### src/rtl/gb_cpu_pkg.sv
// Shared CPU constants: 8-bit register indices, pair indices,
// flag bit positions and the pair-to-byte mapping used by the regfile.
package gb_cpu_pkg;

    localparam logic [2:0] REG_B = 3'd0;
    localparam logic [2:0] REG_C = 3'd1;
    localparam logic [2:0] REG_D = 3'd2;
    localparam logic [2:0] REG_E = 3'd3;
    localparam logic [2:0] REG_H = 3'd4;
    localparam logic [2:0] REG_L = 3'd5;
    localparam logic [2:0] REG_F = 3'd6;
    localparam logic [2:0] REG_A = 3'd7;

    localparam logic [1:0] PAIR_BC = 2'd0;
    localparam logic [1:0] PAIR_DE = 2'd1;
    localparam logic [1:0] PAIR_HL = 2'd2;
    localparam logic [1:0] PAIR_SP = 2'd3;

    localparam int FLAG_Z = 3;
    localparam int FLAG_N = 2;
    localparam int FLAG_H = 1;
    localparam int FLAG_C = 0;

    // Byte storage: 0..7 follow the 8-bit index, 8 = SPh, 9 = SPl
    localparam int NREGS   = 10;
    localparam int IDX_F   = 6;
    localparam int IDX_SPH = 8;
    localparam int IDX_SPL = 9;

    // Bytes that hold the high half of their pair (B, D, H, SPh)
    localparam logic [NREGS-1:0] HI_BYTES = 10'b01_0001_0101;

    function automatic logic [NREGS-1:0] pair_mask(
        input logic [1:0] p
    );
        case (p)
            PAIR_BC: pair_mask = 10'b00_0000_0011;
            PAIR_DE: pair_mask = 10'b00_0000_1100;
            PAIR_HL: pair_mask = 10'b00_0011_0000;
            default: pair_mask = 10'b11_0000_0000;
        endcase
    endfunction

endpackage

### src/rtl/singlereg.sv
// One 8-bit register with write enable and async active-high reset.
// Ports: clk, rst, we, d[7:0] in; q[7:0] out.
module singlereg #(
    parameter logic [7:0] RST = 8'h00
) (
    input  logic       clk,
    input  logic       rst,
    input  logic       we,
    input  logic [7:0] d,
    output logic [7:0] q
);

    always_ff @(posedge clk or posedge rst) begin
        if (rst)
            q <= RST;
        else if (we)
            q <= d;
    end

endmodule

### src/rtl/gb_regfile.sv
// Game Boy register file: B..A, F, SP with IDU and masked flag update.
// Ports: rd_a/rd_b/rd16 reads, wr8/wr16 writes, idu_*, flag_*, flags.
module gb_regfile
    import gb_cpu_pkg::*;
#(
    parameter logic [15:0] SP_RST    = 16'h0000,
    parameter bit          F_ZEROMSK = 1'b1
) (
    input  logic        clk,
    input  logic        rst,
    input  logic [2:0]  rd_a_sel,
    output logic [7:0]  rd_a,
    input  logic [2:0]  rd_b_sel,
    output logic [7:0]  rd_b,
    input  logic [1:0]  rd16_sel,
    output logic [15:0] rd16,
    input  logic [2:0]  wr8_sel,
    input  logic [7:0]  wr8_data,
    input  logic        wr8_we,
    input  logic [1:0]  wr16_sel,
    input  logic [15:0] wr16_data,
    input  logic        wr16_we,
    input  logic [1:0]  idu_sel,
    input  logic        idu_dec,
    input  logic        idu_en,
    output logic [15:0] idu_out,
    input  logic [3:0]  flag_in,
    input  logic [3:0]  flag_mask,
    input  logic        flag_we,
    output logic [3:0]  flags
);

    localparam logic [7:0] FMSK = F_ZEROMSK ? 8'hF0 : 8'hFF;

    logic [7:0]       q [NREGS];
    logic [7:0]       d [NREGS];
    logic [NREGS-1:0] we;
    logic [NREGS-1:0] m8;
    logic [NREGS-1:0] m16;
    logic [NREGS-1:0] midu;
    logic [7:0]       fq;
    logic [15:0]      idu_src;
    logic [3:0]       fnew;

    function automatic logic [15:0] pair_rd(
        input logic [1:0] p
    );
        case (p)
            PAIR_BC: pair_rd = {q[0], q[1]};
            PAIR_DE: pair_rd = {q[2], q[3]};
            PAIR_HL: pair_rd = {q[4], q[5]};
            default: pair_rd = {q[IDX_SPH], q[IDX_SPL]};
        endcase
    endfunction

    assign m8   = wr8_we  ? (10'd1 << wr8_sel) : '0;
    assign m16  = wr16_we ? pair_mask(wr16_sel) : '0;
    assign midu = idu_en  ? pair_mask(idu_sel) : '0;

    assign fq    = q[IDX_F] & FMSK;
    assign flags = q[IDX_F][7:4];
    assign fnew  = (q[IDX_F][7:4] & ~flag_mask)
                 | (flag_in & flag_mask);

    always_comb begin
        rd_a = (rd_a_sel == REG_F) ? fq : q[{1'b0, rd_a_sel}];
        rd_b = (rd_b_sel == REG_F) ? fq : q[{1'b0, rd_b_sel}];
        rd16 = pair_rd(rd16_sel);
    end

    // Decrement adds all-ones; increment adds zero with carry-in.
    assign idu_src = pair_rd(idu_sel);
    assign idu_out = idu_src
                   + {16{idu_dec}}
                   + {15'd0, ~idu_dec};

    // Per-byte priority: wr8 > wr16 > idu > flag update.
    always_comb begin
        for (int i = 0; i < NREGS; i++) begin
            we[i] = m8[i] | m16[i] | midu[i];
            d[i]  = q[i];
            if (m8[i])
                d[i] = wr8_data;
            else if (m16[i])
                d[i] = HI_BYTES[i] ? wr16_data[15:8]
                                   : wr16_data[7:0];
            else if (midu[i])
                d[i] = HI_BYTES[i] ? idu_out[15:8]
                                   : idu_out[7:0];
        end
        if (flag_we && !m8[IDX_F]) begin
            we[IDX_F] = 1'b1;
            d[IDX_F]  = {fnew, q[IDX_F][3:0]};
        end
    end

    for (genvar g = 0; g < NREGS; g++) begin : g_reg
        localparam logic [7:0] RV =
            (g == IDX_SPH) ? SP_RST[15:8] :
            (g == IDX_SPL) ? SP_RST[7:0]  : 8'h00;
        localparam logic [7:0] WM =
            (g == IDX_F) ? FMSK : 8'hFF;
        singlereg #(.RST(RV)) u_reg (
            .clk (clk),
            .rst (rst),
            .we  (we[g]),
            .d   (d[g] & WM),
            .q   (q[g])
        );
    end

    assert property (@(posedge clk) disable iff (rst)
        !$isunknown({wr8_we, wr16_we, idu_en, flag_we}));

endmodule
### config.mk
export PLATFORM = sky130hd
export DESIGN_NAME = gb_regfile
export DESIGN_NICKNAME = d
export VERILOG_FILES = /design/src/rtl/gb_cpu_pkg.sv /design/src/rtl/singlereg.sv /design/src/rtl/gb_regfile.sv
export SDC_FILE = /design/constraint.sdc
export NUM_CORES = 1
export LEC_CHECK = 0
export CORE_MARGIN = 2
export CORE_UTILIZATION = 55
export CTS_CLUSTER_SIZE = 20
export DETAILED_ROUTE_END_ITERATION = 8
export PLACE_DENSITY = 0.89
export SLEW_MARGIN = 30
export SYNTH_ARGS = -nofsm -noshare
export SYNTH_HDL_FRONTEND = slang
export SYNTH_HIERARCHICAL = 1
export SYNTH_SLANG_ARGS = --single-unit
### constraint.sdc
create_clock -name clk -period 14.8 [get_ports clk]
set_input_delay 2.96 -clock clk [delete_from_list [all_inputs] [get_ports clk]]
set_output_delay 2.96 -clock clk [all_outputs]
set_load 0.02 [all_outputs]
* Yosys cells after proc, flatten, opt, wreduce, memory -nomap -nowiden
Cells that the tools add are included.
** Word-level totals
- Logic and storage cells :: 122
- Flip-flop bits (word level) :: 76
** Operators by class
- Bitwise logic cells :: 27
- Reductions and logical operators :: 25
- Shift operators :: 1
- Eq/ne operators :: 8
- Mux-type cells :: 47
- Order comparisons :: 2
- Add/sub/neg operators :: 2
** Operator list (count)
- two-way mux 8 bit :: 37
- case mux 16 bit (3 select lines) :: 2
- binary-select mux 8 bit (select 4 bit) :: 2
- case mux 10 bit (3 select lines) :: 2
- two-way mux 10 bit :: 3
- nonzero test 3 bit :: 9
- OR 1 bit :: 20
- AND reduction 2 bit :: 10
- adder 16 x 1 -> 16 bit :: 1
- adder 16 bit :: 1
- greater-or-equal comparator 5 bit (second input constant) :: 2
- inverter 3 -> 5 bit :: 2
- left shift 1 x 3 -> 10 bit (first input constant) :: 1
- AND 4 bit :: 2
- equality test 2 x 1 -> 1 bit (second input constant) :: 3
- equality test 2 bit (second input constant) :: 3
- equality test 3 bit (second input constant) :: 2
- logical NOT 2 bit :: 3
- inverter 4 bit :: 1
- OR 4 bit :: 1
- nonzero test 4 bit :: 1
- logical AND 1 bit :: 1
- logical NOT 1 bit :: 1
- two-way mux 1 bit :: 1
- inverter 1 bit :: 1

* Logic depth before layout (Yosys ltp)
- Depth in word-level cells :: 8
- Gate-level depth with buffers :: 14

* Hierarchy
The synthesis kept the hierarchy.
** Modules (own cells, without submodules)
- gb_regfile :: times used 1, area each 4662.0 um^2, cells an instance 643, seq. area each 0.0 um^2
- singlereg :: times used 10, area each 335.3 um^2, cells an instance 18, seq. area each 200.2 um^2

* Least setup slack after synthesis
No wires, ideal clock.
- Kind :: input to output
- From :: input idu_sel[0]
- To :: output idu_out[14]
- Arrival time :: 6.147 ns
- Setup slack :: 5.693 ns
- Path buffers :: 3
- Cell stages on the path :: 12
- Cell sequence :: buf_2 buf_2 buf_2 mux4_2 ha_1 nor2_1 fa_1 nand2b_1 a21o_2 a21oi_1 or4_1 a221oi_2
** Between the ends
- Word-level cells in the longest chain between the ends :: 4
- Elaborated cells between the ends (all ways) :: 6
** RTL lines
- start: declaration :: line gb_regfile.sv:23 : input logic [1:0] idu_sel,
- equality test 2 bit (tied with other cells) :: line gb_regfile.sv:48 : case (p)
- case mux 16 bit (3 select lines) (*) :: line gb_regfile.sv:48
- adder 16 bit (*) :: line gb_regfile.sv:74 : + {16{idu_dec}}
- adder 16 x 1 -> 16 bit (*) :: line gb_regfile.sv:75 : + {15'd0, ~idu_dec};
- end: declaration :: line gb_regfile.sv:26 : output logic [15:0] idu_out,
Mark *: on every way between the ends. The rest lies on a longest branch, timed or not.

* Worst setup path in the final report
Ends and elaborated chain as after synthesis.

==> flow_summary.ini <==
[placement]
dp_hpwl_um = 20000
gp_congestion = 0.968
io_buffers = 105
pre_cts_ws_ns = 4.61

[cts]
htree_levels = 3
tritoncts = built
ctsHoldBuffers = 0
clk_pin_slew_ns = 0.06
clock_path_buffers = 2
cts_resized = 0
numCtsBuffers = 9
clockRootBuffer = clkbuf_16
clkLatencyLatePin_ns = 0.35
cts.sinks = 76
postCtsSetupBuffers = 0

[run]
cap_violations = 0

[sta]
report.final.hold_viol_count = 0
tns_ns = 0
fin_crit_ns = 10.05
skew_ns = 0.00509
slew_headroom = 0.317
setup_viol = 0
min_period_over_period = 0.679
fin_ws_ns = 4.75
fmax_mhz = 99.5
rsz0062_at_grt = false
tightest_slew_ns = 1.02
finalMaxSlewViolations = 0

[cells_and_area]
layout-drive-gt1-share = 0.201
max_flop_register = g.u_reg/q
syn_to_final_growth_pct = 15.9
fill_cells = 1098
nets = 942
top_regs = g.u_reg/q: 76 flops
regArea_um2 = 1900
n_antenna_cell = 0
multiInputGateArea_um2 = 5520
largest_reg_flops = 76

[floorplan]
fp.dieArea_um2 = 15200
core_um2 = 13900
start_util = 0.563
die_w_um = 123
num_rows = 43
die_h_um = 123
io_pins = 106

[global_routing]
track_usage = 0.362
grt_pass1_vias = 7132
grt_max_degree = 25
grt_overflow_total = 0
antenna_found_initial = 0
grt_pass1_wl_um = 40400

[synth]
synth_fp_nets = 886
yosys_warnings = 6
synth.avg_cell_area_um2 = 9.65
syn_area_um2 = 7850
synthCells = 814

[route]
vias_per_cell = 7.13
drc_errors = 0
vias = 7520
drt_iter0_drc = 1071
wl_per_cell_um = 25.8
dr.pass1.iters = 6
routed_wl_um = 27200
drtAntennaViolNets = 0

[hold_path]
hold_class = reg2reg
worstHoldPathCells = 1
min_to = g_reg[9].u_reg/q[4]$_DFFE_PP0P_
hold_path_startpoint = g_reg[9].u_reg/q[4]$_DFFE_PP0P_

[worst_setup_path]
required_ns = 11.84
ff2ff_path_depth = 11
crit_fanout = 24
crit_type = in2out
reg2reg_from = g_reg[1].u_reg/q[0]$_DFFE_PP0P_
crit_arrival_ns = 7.09
crit_path_end_kind = primary output
r2r-end = g_reg[4].u_reg/q[6]$_DFFE_PP0P_
cp-start-kind = input port
rrSetupSlack_ns = 11.25

[power]
power_density_nw_per_um2 = 218
power_mw = 1.98
irDropWorstVdd_v = 0.000141
power_leakage_nw = 3.86

[status]
status = finished, final reports clean
## how the worst max path moves through the flow
stage / slack [ns] / to / cells past startpoint / startpoint
final: 4.75 / idu_out[14] / 12 / idu_sel[0]
after global routing: 4.57 / idu_out[14] / 12 / idu_sel[0]
after CTS: 4.61 / idu_out[14] / 11 / idu_sel[1]
after detailed placement: 4.61 / idu_out[14] / 11 / idu_sel[1]
after global placement: 4.71 / idu_out[14] / 11 / idu_sel[1]
after floorplan: 5.69 / idu_out[14] / 12 / idu_sel[0]
## routing by layer
layer / global-route usage / vias to the layer above / wire length, um
met5: 0 / - / 0
met4: 0.204 / 0 / 1600
met3: 0.0881 / 166 / 3450
met2: 0.546 / 612 / 12300
met1: 0.475 / 3574 / 9840
li1: - / 3168 / -
## cells in the final DEF, fill, tap and decap left out, types with 12 or more instances in the layout
| master | n |
|---|---|
| a21oi_1 | 62 |
| mux2_4 | 76 |
| mux2_2 | 12 |
| o21ai_0 | 32 |
| mux4_2 | 56 |
| inv_1 | 20 |
| mux2i_1 | 15 |
| nor2_1 | 83 |
| a22oi_1 | 17 |
| ha_1 | 17 |
| o22ai_1 | 13 |
| dfrtp_1 | 76 |
| nand2_1 | 121 |
| a221oi_1 | 14 |
| clkdlybuf4s50_1 | 103 |
## worst max-delay path, cell delays in order
cell,delay (ns)
clkdlybuf4s50_1,0.46
buf_4,0.34
mux4_2,0.57
ha_1,0.21
nor2_1,0.15
fa_1,0.22
nand2b_1,0.14
a21o_2,0.19
a21oi_1,0.11
or4_1,0.50
a221oi_2,0.53
clkdlybuf4s50_1,0.70
## where the power goes
group          switching (mW)  internal [mW]  total, mW
combinational           0.600          0.625       1.23
sequential              0.224          0.300      0.523
clock                  0.0881          0.146      0.234
## metrics by stage
step | utilization | std cells | hold WS (ns) | cell area (um2)
detailed placement | 0.631 | 1039 | 0.564 | 8800
CTS | 0.653 | 1054 | 0.578 | 9100
finish | 0.653 | 1054 | 0.582 | 9100
global placement | 0.632 | 1039 | 0.536 | 8800
global route | 0.653 | 1054 | 0.603 | 9100
floorplan | - | 814 | 0.511 | 7850
## area by class of cell
| type | count | area share |
|---|---|---|
| clock inverter | 5 | 0.00852 |
| timing repair buffer | 108 | 0.117 |
| clock buffer | 10 | 0.0252 |
| inverter | 21 | 0.00866 |
| tap | 180 | 0.0247 |
| sequential | 76 | 0.209 |
| multi-input combinational | 654 | 0.607 |
No activity file was read; power rests on OpenSTA's default activity.
